$ cat src/rtl/pc_seq_pkg.sv
// pc_seq_pkg: shared types and constants for the PC sequencer.
// Holds the PC width, the default reset vector and the FSM state enum.
package pc_seq_pkg;

    localparam int PC_W = 32;

    localparam logic [PC_W-1:0] DEF_RESET_VECTOR = 32'h0000_0000;

    typedef enum logic [1:0] {
        ST_BOOT = 2'd0,
        ST_RUN  = 2'd1,
        ST_WAIT = 2'd2
    } pc_state_e;

endpackage

$ cat src/rtl/pc_next_sel.sv
// pc_next_sel: combinational next-PC priority selector.
// Ports: i_imem_ready gates every redirect; i_br_* taken branch;
//        i_pend_* captured redirect; i_jump* ID jump; i_hold keeps
//        i_pc; otherwise i_pc_plus4. o_next_pc is the selected PC,
//        o_redirect flags that a redirect target was chosen.
module pc_next_sel
    import pc_seq_pkg::*;
(
    input  logic            i_imem_ready,
    input  logic            i_br_taken,
    input  logic [PC_W-1:0] i_br_target,
    input  logic            i_pend_valid,
    input  logic [PC_W-1:0] i_pend_target,
    input  logic            i_jump,
    input  logic [PC_W-1:0] i_jump_target,
    input  logic            i_hold,
    input  logic [PC_W-1:0] i_pc,
    input  logic [PC_W-1:0] i_pc_plus4,
    output logic [PC_W-1:0] o_next_pc,
    output logic            o_redirect
);

    always_comb begin
        o_next_pc  = i_pc_plus4;
        o_redirect = 1'b0;
        if (i_imem_ready && i_br_taken) begin
            o_next_pc  = i_br_target;
            o_redirect = 1'b1;
        end else if (i_imem_ready && i_pend_valid) begin
            o_next_pc  = i_pend_target;
            o_redirect = 1'b1;
        end else if (i_imem_ready && i_jump) begin
            o_next_pc  = i_jump_target;
            o_redirect = 1'b1;
        end else if (i_hold || !i_imem_ready) begin
            o_next_pc  = i_pc;
        end
    end

endmodule

$ cat src/rtl/pc_sequencer.sv
// pc_sequencer: fetch PC register, BOOT/RUN/WAIT FSM, pending redirect.
// Ports: clk, reset (sync, active-high), imem_ready, load_use_stall,
//        jump_id/jump_target_id, branch_ex/zero_ex/branch_target_ex;
//        outputs pc_out, pc_plus4, if_valid, stall_if, flush_ifid,
//        flush_idex, redirect_pending.
// Macro PC_SEQUENCER_DELAY_SLOT_EN: jumps do not flush, taken
//        branches flush IF/ID only (the ID instruction is a delay slot).
module pc_sequencer
    import pc_seq_pkg::*;
#(
    parameter logic [PC_W-1:0] RESET_VECTOR = DEF_RESET_VECTOR
) (
    input  logic            clk,
    input  logic            reset,
    input  logic            imem_ready,
    input  logic            load_use_stall,
    input  logic            jump_id,
    input  logic [PC_W-1:0] jump_target_id,
    input  logic            branch_ex,
    input  logic            zero_ex,
    input  logic [PC_W-1:0] branch_target_ex,
    output logic [PC_W-1:0] pc_out,
    output logic [PC_W-1:0] pc_plus4,
    output logic            if_valid,
    output logic            stall_if,
    output logic            flush_ifid,
    output logic            flush_idex,
    output logic            redirect_pending
);

    pc_state_e       r_state;
    pc_state_e       w_state_nxt;
    logic [PC_W-1:0] r_pc;
    logic            r_pend_valid;
    logic            r_pend_is_br;
    logic [PC_W-1:0] r_pend_target;

    logic            w_active;
    logic            w_taken;
    logic            w_jump;
    logic            w_hold;
    logic [PC_W-1:0] w_pc_plus4;
    logic [PC_W-1:0] w_next_pc;
    logic            w_redirect;

    // BOOT and the reset cycle ignore redirects: the pipeline is empty.
    assign w_active   = !reset && (r_state != ST_BOOT);
    assign w_taken    = w_active && branch_ex && zero_ex;
    // A jump beside a taken branch is on the wrong path.
    assign w_jump     = w_active && jump_id && !w_taken;
    assign w_hold     = !w_active || load_use_stall;
    assign w_pc_plus4 = r_pc + 32'd4;

    pc_next_sel u_next_sel (
        .i_imem_ready  (imem_ready),
        .i_br_taken    (w_taken),
        .i_br_target   (branch_target_ex),
        .i_pend_valid  (r_pend_valid),
        .i_pend_target (r_pend_target),
        .i_jump        (w_jump),
        .i_jump_target (jump_target_id),
        .i_hold        (w_hold),
        .i_pc          (r_pc),
        .i_pc_plus4    (w_pc_plus4),
        .o_next_pc     (w_next_pc),
        .o_redirect    (w_redirect)
    );

    always_ff @(posedge clk) begin
        if (reset) begin
            r_state <= ST_BOOT;
            r_pc    <= RESET_VECTOR;
        end else begin
            r_state <= w_state_nxt;
            r_pc    <= w_next_pc;
        end
    end

    // Redirects seen while memory is busy are parked here. A branch
    // replaces anything; a jump never replaces a parked branch.
    always_ff @(posedge clk) begin
        if (reset) begin
            r_pend_valid  <= 1'b0;
            r_pend_is_br  <= 1'b0;
            r_pend_target <= '0;
        end else if (imem_ready) begin
            r_pend_valid  <= 1'b0;
            r_pend_is_br  <= 1'b0;
        end else if (w_taken) begin
            r_pend_valid  <= 1'b1;
            r_pend_is_br  <= 1'b1;
            r_pend_target <= branch_target_ex;
        end else if (w_jump && !(r_pend_valid && r_pend_is_br)) begin
            r_pend_valid  <= 1'b1;
            r_pend_is_br  <= 1'b0;
            r_pend_target <= jump_target_id;
        end
    end

    always_comb begin
        w_state_nxt = r_state;
        if_valid    = 1'b0;
        stall_if    = 1'b0;
        flush_ifid  = 1'b0;
        flush_idex  = 1'b0;
        unique case (r_state)
            ST_BOOT: w_state_nxt = ST_RUN;
            ST_RUN:  if (!imem_ready) w_state_nxt = ST_WAIT;
            ST_WAIT: if (imem_ready) w_state_nxt = ST_RUN;
            default: w_state_nxt = ST_BOOT;
        endcase
        if_valid = w_active && (r_state == ST_RUN) && !w_redirect;
        stall_if = w_active && !w_redirect
                   && (load_use_stall || !imem_ready);
`ifdef PC_SEQUENCER_DELAY_SLOT_EN
        flush_ifid = w_taken;
        flush_idex = 1'b0;
`else
        flush_ifid = w_taken || w_jump;
        flush_idex = w_taken;
`endif
    end

    assign pc_out           = r_pc;
    assign pc_plus4         = w_pc_plus4;
    assign redirect_pending = r_pend_valid;

endmodule

$ cat config.mk
export PLATFORM = sky130hd
export DESIGN_NAME = pc_sequencer
export DESIGN_NICKNAME = d
export VERILOG_FILES = /design/src/rtl/pc_seq_pkg.sv /design/src/rtl/pc_next_sel.sv /design/src/rtl/pc_sequencer.sv
export SDC_FILE = /design/constraint.sdc
export NUM_CORES = 1
export LEC_CHECK = 0
export ABC_AREA = 1
export BUFFER_PORTS_ARGS = -buffer_cell sky130_fd_sc_hd__clkbuf_2
export CORE_MARGIN = 1.5
export CORE_UTILIZATION = 55
export CTS_CLUSTER_SIZE = 10
export DETAILED_ROUTE_END_ITERATION = 6
export PLACE_DENSITY = 0.84
export SLEW_MARGIN = 20
export SYNTH_ARGS = -nofsm -noshare
export SYNTH_HDL_FRONTEND = slang
export SYNTH_SLANG_ARGS = --single-unit
$ cat constraint.sdc
create_clock -name clk -period 4.3 [get_ports clk]
set_input_delay 0.86 -clock clk [delete_from_list [all_inputs] [get_ports clk]]
set_output_delay 0.86 -clock clk [all_outputs]
set_load 0.03 [all_outputs]
# After elaboration in Yosys (flattened, before gate mapping)
# Cells that the tools add are included.
# totals
reg_bits	68
latch_bits	0
mem_bits_rw	0
mem_bits_ro	0
inputBits	71
out_inout_bits	69
word_cells	58
n_memories	0
# classes
add_sub_neg	1
multipliers	0
div_mod_pow	0
magnitude_cmp	0
eq_ne	5
shifts	0
muxes	16
bitwise_logic	1
n_reduce_logical	30
# ops
op	n
32-bit 2-to-1 mux	6
32-bit by 3-bit adder with 32-bit output, second input constant	1
1-bit logical AND	14
1-bit 2-to-1 mux	7
1-bit zero test	6
2-bit one-hot mux with 3 select lines	1
1-bit logical OR	4
2-bit 2-to-1 mux	2
2-bit inequality test, second input constant	2
4-bit by 1-bit inequality test with 1-bit output, second input constant	1
2-bit AND reduction	2
2-bit nonzero test	2
2-bit by 1-bit equality test with 1-bit output, second input constant	1
2-bit equality test, second input constant	1
2-bit zero test	1
2-bit OR reduction	1
1-bit inverter	1

# Depth between registers and ports, before layout
# Gate-level depths: netlist of run 1.
# logic_depth
word_depth	13
depth_mapped	12
ltp_nobuf	12

# By module
# From an unflattened synthesis of run 1, not the netlist that was laid out.
# hier_totals
hier_cells	994
area_unflattened_um2	5255.0
# modules_own_cells
module	n_inst	cells_each	area_per_inst_um2	seq_area_each_um2
pc_sequencer	1	598	3621.0	1361.3
pc_next_sel	1	396	1634.1	0.0

# Worst setup path after synthesis of run 1
# No wires, ideal clock.
# synth_path
kind	input to output
start	input reset
end	output if_valid
arrival_time_ps	2171
t_required_ps	3440
path_slack_ps	1269
stages	6
n_path_buf	0
cell_sequence	nor2_4 -> nand2_4 -> nand3_1 -> nand2_1 -> inv_1 -> nor4_1
# synth_via
elab_chain_len	12
word_cells_on_any_way	15
# synth_rtl
element	line	source
start: declaration	pc_sequencer.sv:14	input logic reset,
1-bit zero test *	pc_sequencer.sv:47	assign w_active = !reset && (r_state != ST_BOOT);
1-bit logical AND *	pc_sequencer.sv:47	
1-bit logical AND (2 in series)	pc_sequencer.sv:48	assign w_taken = w_active && branch_ex && zero_ex;
1-bit zero test	pc_sequencer.sv:50	assign w_jump = w_active && jump_id && !w_taken;
1-bit logical AND	pc_sequencer.sv:50	
1-bit logical AND	pc_next_sel.sv:32	end else if (i_imem_ready && i_jump) begin
1-bit 2-to-1 mux	pc_next_sel.sv:32	
1-bit 2-to-1 mux	pc_next_sel.sv:29	end else if (i_imem_ready && i_pend_valid) begin
1-bit 2-to-1 mux	pc_next_sel.sv:26	if (i_imem_ready && i_br_taken) begin
1-bit zero test	pc_sequencer.sv:112	if_valid = w_active && (r_state == ST_RUN) && !w_redirect;
1-bit logical AND *	pc_sequencer.sv:112	
end: declaration	pc_sequencer.sv:24	output logic if_valid,
# Mark *: on every way between the ends. The rest lies on a longest branch, timed or not.

# Worst setup path in the final report of run 1
# layout_path
start	input reset
end	register r_pc[21] (netlist: pc_out[21])
# layout_via
elab_chain_len	10
word_cells_on_any_way	16
# layout_rtl
element	line	source
1-bit zero test	pc_sequencer.sv:47	
1-bit logical AND	pc_sequencer.sv:47	
1-bit logical AND (2 in series)	pc_sequencer.sv:48	
1-bit zero test	pc_sequencer.sv:50	
1-bit logical AND	pc_sequencer.sv:50	
1-bit logical AND	pc_next_sel.sv:32	
32-bit 2-to-1 mux	pc_next_sel.sv:32	
32-bit 2-to-1 mux	pc_next_sel.sv:29	
32-bit 2-to-1 mux	pc_next_sel.sv:26	
end signal: assignment	pc_sequencer.sv:75	r_pc <= w_next_pc;
end: declaration	pc_sequencer.sv:33	logic [PC_W-1:0] r_pc;
# Parallel ways exist; a longest one is shown, timed or not.
# A chain may end at the register's enable or synchronous reset.

==> results of run 1 <==
## final cells by class
cell class	count	area, um^2	area share (%)
Inverter	68	260.3	4.651
Timing Repair Buffer	146	748.2	13.37
Multi-Input combinational cell	576	2845	50.85
Clock inverter	6	111.4	1.990
Tap cell	105	131.4	2.348
Sequential cell	68	1361	24.33
Clock buffer	10	137.6	2.460
## path summary, 6_finish.rpt
| path | cells past startpoint | from | slack (ns) | to |
|---|---|---|---|---|
| worst max-delay path | 10 | reset | 1.08 | pc_out[21]$_SDFFE_PP0P_ |
| worst min register to register | 2 | r_pend_target[19]$_SDFFE_PP0P_ | 0.46 | r_pend_target[19]$_SDFFE_PP0P_ |
| worst min-delay path | 2 | r_pend_target[19]$_SDFFE_PP0P_ | 0.46 | r_pend_target[19]$_SDFFE_PP0P_ |
| worst max register to register | 10 | r_state[0]$_SDFFE_PP0P_ | 1.31 | pc_out[21]$_SDFFE_PP0P_ |
## worst max-delay path, delay by kind of cell
kind                   cells  cell delay (ns)
and+or+nand+nor            5             1.07
buffers and inverters      3             0.94
AOI/OAI and AO/OA          2             0.53
## power groups by stage
stage	clock network [uW]	registers (uW)	logic (uW)
5_1_grt	695	714	438
6_report	661	710	402
4_1_cts	663	709	397
2_1_floorplan	0	752	237
3_3_place_gp	0	721	385
3_5_place_dp	0	723	394
## per-stage QoR
step                      cell area (um^2)  util (%)  hold slack (ns)
final                                 5595     67.76           0.4616
after global routing                  5595     67.76           0.4823
after CTS                             5595     67.76           0.4575
after detailed placement              5346     64.74           0.4457
after global placement                5346     64.74           0.4380
after floorplan                       4735         -           0.4245
## cells in the final DEF, fill, tap and decap left out, types with 2 or more instances in the layout
| cell | count |
|---|---|
| a22oi_1 | 22 |
| buf_4 | 7 |
| nor2_4 | 5 |
| or2_2 | 4 |
| xor2_1 | 9 |
| clkbuf_8 | 10 |
| nor2_1 | 39 |
| nor2_2 | 7 |
| a21o_1 | 5 |
| dfxtp_1 | 68 |
| bufinv_16 | 3 |
| nand3_1 | 50 |
| o211ai_1 | 2 |
| o21ai_0 | 88 |
| o21bai_1 | 2 |
| nand2_1 | 230 |
| o21ai_1 | 2 |
| nand2_2 | 5 |
| xnor2_1 | 4 |
| a31oi_1 | 33 |
| clkbuf_2 | 139 |
| o21a_1 | 8 |
| inv_1 | 62 |
| a21oi_1 | 47 |
| and2_1 | 3 |
| inv_2 | 4 |
| nand2_4 | 3 |
## cells by family (layout without fill, tap and decap cells)
group,count (synthesis),count (layout),synth area share [%]
fa+ha+maj,1,1,0.2642
simple gates,351,351,32.06
flops,68,68,28.75
xor+xnor,13,13,2.405
compound gates,211,211,25.37
buf+inv,115,230,11.15
## routing by layer
layer	wire, um	GRT usage [%]	vias to the layer above
met2	7141	55.63	368
met5	0	0	-
met1	6334	44.56	2642
met4	371	15.44	0
li1	-	-	2733
met3	1634	6.240	43
## flip-flops by register name (all words and copies together), names as in the netlist
register	cells
r_pend_is_br	1
r_pend_target	32
pc_out	32
r_state	2
redirect_pending	1
==> results.json, run 1 <==
{
  "port_buffers": 139,
  "first_global_vias": 5296,
  "drv_slew": 0,
  "critPathMaxStageDelay_ns": 0.70,
  "max_freq_ghz": 0.3109,
  "criticalPathCategory": "input pin to register",
  "coreArea_mm2": 0.008258,
  "yosysWarnings": 0,
  "synth_fp_nets": 831,
  "fin_nets": 941,
  "synth.most_common_cell": "nand2_1",
  "synth_edf_count": 0,
  "synthTopCellsByCount": "nand2_1 (230), o21ai_0 (88), dfxtp_1 (68)",
  "path_max_fanout": 32,
  "crit_required_ns": 4.52,
  "relSlewSlack_pct": 31.30,
  "pwr-share-seq_pct": 40.1,
  "drt_iter0_markers": 567,
  "finalCriticalPeriod_ns": 3.217,
  "area_delta_synth_final_pct": 18.18,
  "tns_ns": 0,
  "numClockSinks": 68,
  "cts_buffers": 9,
  "grt_pass1_wl_mm": 24.78,
  "clockBufferDepth": 2,
  "place_inst": 963,
  "leakagePower_uw": 0.002716,
  "hold_violations": 0,
  "drv_cap": 0,
  "grtUsageTotal_pct": 34.45,
  "yosysTopAreaCell": "dfxtp_1",
  "synth_top_area_share_pct": 28.75,
  "cts_resized": 0,
  "post_drt_wl_per_cell_um": 15.81,
  "setup_viol_count_final": 0,
  "layout-drive-gt1-share_pct": 22.20,
  "antenna_found_initial": 0,
  "root_buffer": "clkbuf_8",
  "synthFlopType": "dfxtp_1",
  "peakVddDrop_v": 0.0001876,
  "synth_seq_area_share_pct": 28.75,
  "p_switching_uw": 573.8,
  "ys_seq_elements": 68,
  "die_w_um": 95.78,
  "setup_slack_ns": 1.083,
  "worst_pin_slew_ns": 1.028,
  "critical_path.cell_chain": "clkbuf_2 > nor2_4 > nand3_2 > buf_4 > nand3_1 > nand2_1 > buf_4 > nand2_1 > o21ai_0 > a21oi_1",
  "pre_cts_ws_ns": 0.8694,
  "synthTopCellsByArea": "dfxtp_1 (29%), nand2_1 (18%), o21ai_0 (9.3%), nand3_1 (5.3%), a21oi_1 (5.0%)",
  "post-cts-setup-buffers": 0,
  "end_kind": "register",
  "routed_wl_mm": 15.48,
  "clkPwrFrac_pct": 37.3,
  "hp-class": "register to register",
  "num_io_pins": 140,
  "vias": 5786,
  "htreeDepth": 3,
  "dr.pass1.iters": 5,
  "p_int_uw": 1199,
  "skew_ns": 0.01367,
  "syn_area_mm2": 0.004735,
  "cts_hold_buf": 0,
  "avgViaCountPerCell": 5.910,
  "final_antenna_net_count": 0,
  "initial_core_util_pct": 57.33,
  "yosysUniqueCellTypes": 40,
  "status": "complete, no violations",
  "cp.arrival_ns": 3.44,
  "p_total_uw": 1773,
  "dieArea_mm2": 0.009174,
  "dieHeight_um": 95.78,
  "start_kind": "input pin",
  "grt_overflow": 0,
  "gp_congestion": 0.9795,
  "cts_tree": "built",
  "grt_start_max_net_pins": 58,
  "fillers": 760,
  "combPwrFrac_pct": 22.7,
  "avgSynthCellArea_um2": 6.238,
  "fp-row-count": 33,
  "fin_crit_sh_pct": 74.81,
  "dp_hpwl_mm": 10.67,
  "insertion_delay_ns": 0.35,
  "fin_cells": 979,
  "drc": 0,
  "synth_async_sr_flop_share_pct": 0,
  "rsz0062_at_grt": "false",
  "synthCells": 759,
  "antenna_cells": 0,
  "switching_share_pct": 32.37,
  "crit_slowest_cell": "nand2_1",
  "clkTransAtPathRegs_ns": 0.08,
  "powerDensity_mw_per_mm2": 316.8
}
Power figures use the tool's default switching activity.
==> run 2: changes to the inputs <==
Settings changed: CORE_UTILIZATION 55 to 48, PLACE_DENSITY 0.84 to 0.78.
Clock period 4.3 ns to 2.6 ns, I/O delays scaled along.
==> results.json, run 2 (same netlist as run 1, synthesis figures left out) <==
{
  "critPathMaxStageDelay_ns": 0.39,
  "multi_input_area_mm2": 0.002868,
  "crit_start": "pc_out[3]$_SDFFE_PP0P_",
  "clockBufferDepth": 2,
  "end_kind": "primary output",
  "seq_area_mm2": 0.001363,
  "cp.arrival_ns": 1.98,
  "p_int_uw": 1795,
  "status": "complete, no violations",
  "placed_area_mm2": 0.005441,
  "dp_hpwl_mm": 10.85,
  "layout_common_cells": "nand2_1 (229), clkbuf_2 (134), o21ai_0 (88)",
  "hp-class": "input pin to register",
  "leakagePower_uw": 0.002740,
  "fillers": 962,
  "coreArea_mm2": 0.009684,
  "r2r_start": "r_state[0]$_SDFFE_PP0P_",
  "clkPwrFrac_pct": 33.2,
  "combPwrFrac_pct": 24.3,
  "clkTransAtPathRegs_ns": 0.08,
  "area_delta_synth_final_pct": 20.01,
  "routed_wl_mm": 15.34,
  "htreeDepth": 3,
  "dieArea_mm2": 0.01047,
  "fin_nets": 950,
  "port_buffers": 139,
  "skew_ns": 0.008386,
  "drt_iter0_markers": 404,
  "dieHeight_um": 102.3,
  "fin_cells": 1016,
  "initial_core_util_pct": 48.89,
  "layout-drive-gt1-share_pct": 23.44,
  "pwr-share-seq_pct": 42.5,
  "final_common_cell": "nand2_1",
  "finalCriticalPeriod_ns": 2.505,
  "vias": 5629,
  "fp-row-count": 36,
  "grt_overflow": 0,
  "antenna_cells": 0,
  "critical_path.cell_chain": "ha_1 > nand2_1 > nor2_4 > nand2_2 > nor2_2 > or2_2 > and2_1 > clkbuf_2",
  "first_global_vias": 4956,
  "drv_cap": 0,
  "fin_area_mm2": 0.005682,
  "p_switching_uw": 967.4,
  "cp_top_family": "simple AND/OR/NAND/NOR gates",
  "place_inst": 999,
  "post_drt_wl_per_cell_um": 15.10,
  "criticalPathCategory": "register to primary output",
  "insertion_delay_ns": 0.35,
  "crit_slowest_cell": "dfxtp_1",
  "fin_crit_sh_pct": 96.33,
  "final_antenna_net_count": 0,
  "cts_buffers": 9,
  "drc": 0,
  "hold_violations": 0,
  "cts_tree": "built",
  "post-route-util_pct": 58.67,
  "start_kind": "register",
  "grt_start_max_net_pins": 58,
  "powerDensity_mw_per_mm2": 486.2,
  "path_max_fanout": 4,
  "grt_pass1_wl_mm": 24.51,
  "num_io_pins": 140,
  "relSlewSlack_pct": 64.67,
  "numClockSinks": 68,
  "peakVddDrop_v": 0.0003205,
  "switching_share_pct": 35.02,
  "critical_path_buf_inv_count": 1,
  "die_w_um": 102.3,
  "cts_hold_buf": 0,
  "gp_congestion": 0.9351,
  "dr.pass1.iters": 5,
  "setup_viol_count_final": 0,
  "avgViaCountPerCell": 5.540,
  "worst_pin_slew_ns": 0.5299,
  "rsz0062_at_grt": "true",
  "root_buffer": "clkbuf_8",
  "grtUsageTotal_pct": 29.79,
  "antenna_found_initial": 0,
  "max_freq_ghz": 0.3993,
  "crit_required_ns": 2.08,
  "min-delay-start": "jump_target_id[13]",
  "drv_slew": 0
}
==> run 2: changes by cell type in the layout (fill, tap and decap cells not counted), moves of 2 or more <==
cell       change
buf_4          +9
clkbuf_2       -5
clkbuf_4       +3
buf_2          +2
nor2_4         +2
bufinv_16      -2
==> run 2: routing by layer <==
| metal | wire [um] | track usage, % |
|---|---|---|
| met3 | 1269 | 4.104 |
| met2 | 6989 | 46.97 |
| met1 | 6817 | 42.15 |
| met4 | 265 | 9.168 |
| met5 | 0 | 0 |
==> run 2: stage by stage <==
| step | hold slack, ns | power [uW] | TNS (ns) | setup slack, ns |
|---|---|---|---|---|
| after floorplan | 0.4245 | 1635 | 0 | 0.2327 |
| after global placement | 0.4366 | 1850 | 0 | 0.3378 |
| after detailed placement | 0.4440 | 1855 | 0 | 0.3005 |
| after CTS | 0.4234 | 2753 | 0 | 0.02007 |
| after global routing | 0.4302 | 2887 | -0.04952 | -0.03064 |
| final | 0.4281 | 2762 | 0 | 0.09540 |
==> run 2: power by group through the flow <==
stage | Combinational, uW | Clock [uW] | Sequential [uW]
floorplan | 392 | 0 | 1240
global placement | 656 | 0 | 1190
detailed placement | 660 | 0 | 1200
CTS | 664 | 917 | 1170
global route | 735 | 970 | 1180
finish | 672 | 916 | 1170
==> run 2: layout make-up <==
type / instances / area share, %
sequential: 68 / 23.98
inverter: 68 / 4.580
clock buffer: 10 / 2.422
tap: 133 / 2.929
clock inverter: 6 / 1.123
timing repair buffer: 155 / 14.49
multi-input combinational: 576 / 50.47
==> run 2: final timing paths <==
kind,endpoint,slack [ns],depth (start not counted)
setup / recovery,pc_plus4[16],0.1,8
hold / removal,r_pend_target[13]$_SDFFE_PP0P_,0.43,3
setup reg to reg,pc_out[30]$_SDFFE_PP0P_,0.56,10
hold reg to reg,r_pend_target[23]$_SDFFE_PP0P_,0.45,2
==> run 2: repair_timing <==
action	4_1_cts	5_1_grt
endpoints found under the hold margin	0	0
setup buffers	0	1
endpoints found under the setup margin	4	15
resized for setup	2	12
pin swaps	0	0
==> run 2: worst register-to-register path, delay by kind of cell, from the launching register on <==
kind / cells / cell delay, ns
AO/OA/AOI/OAI: 2 / 0.29
buffers and inverters: 2 / 0.60
flip-flops: 1 / 0.34
AND/OR/NAND/NOR: 6 / 0.71
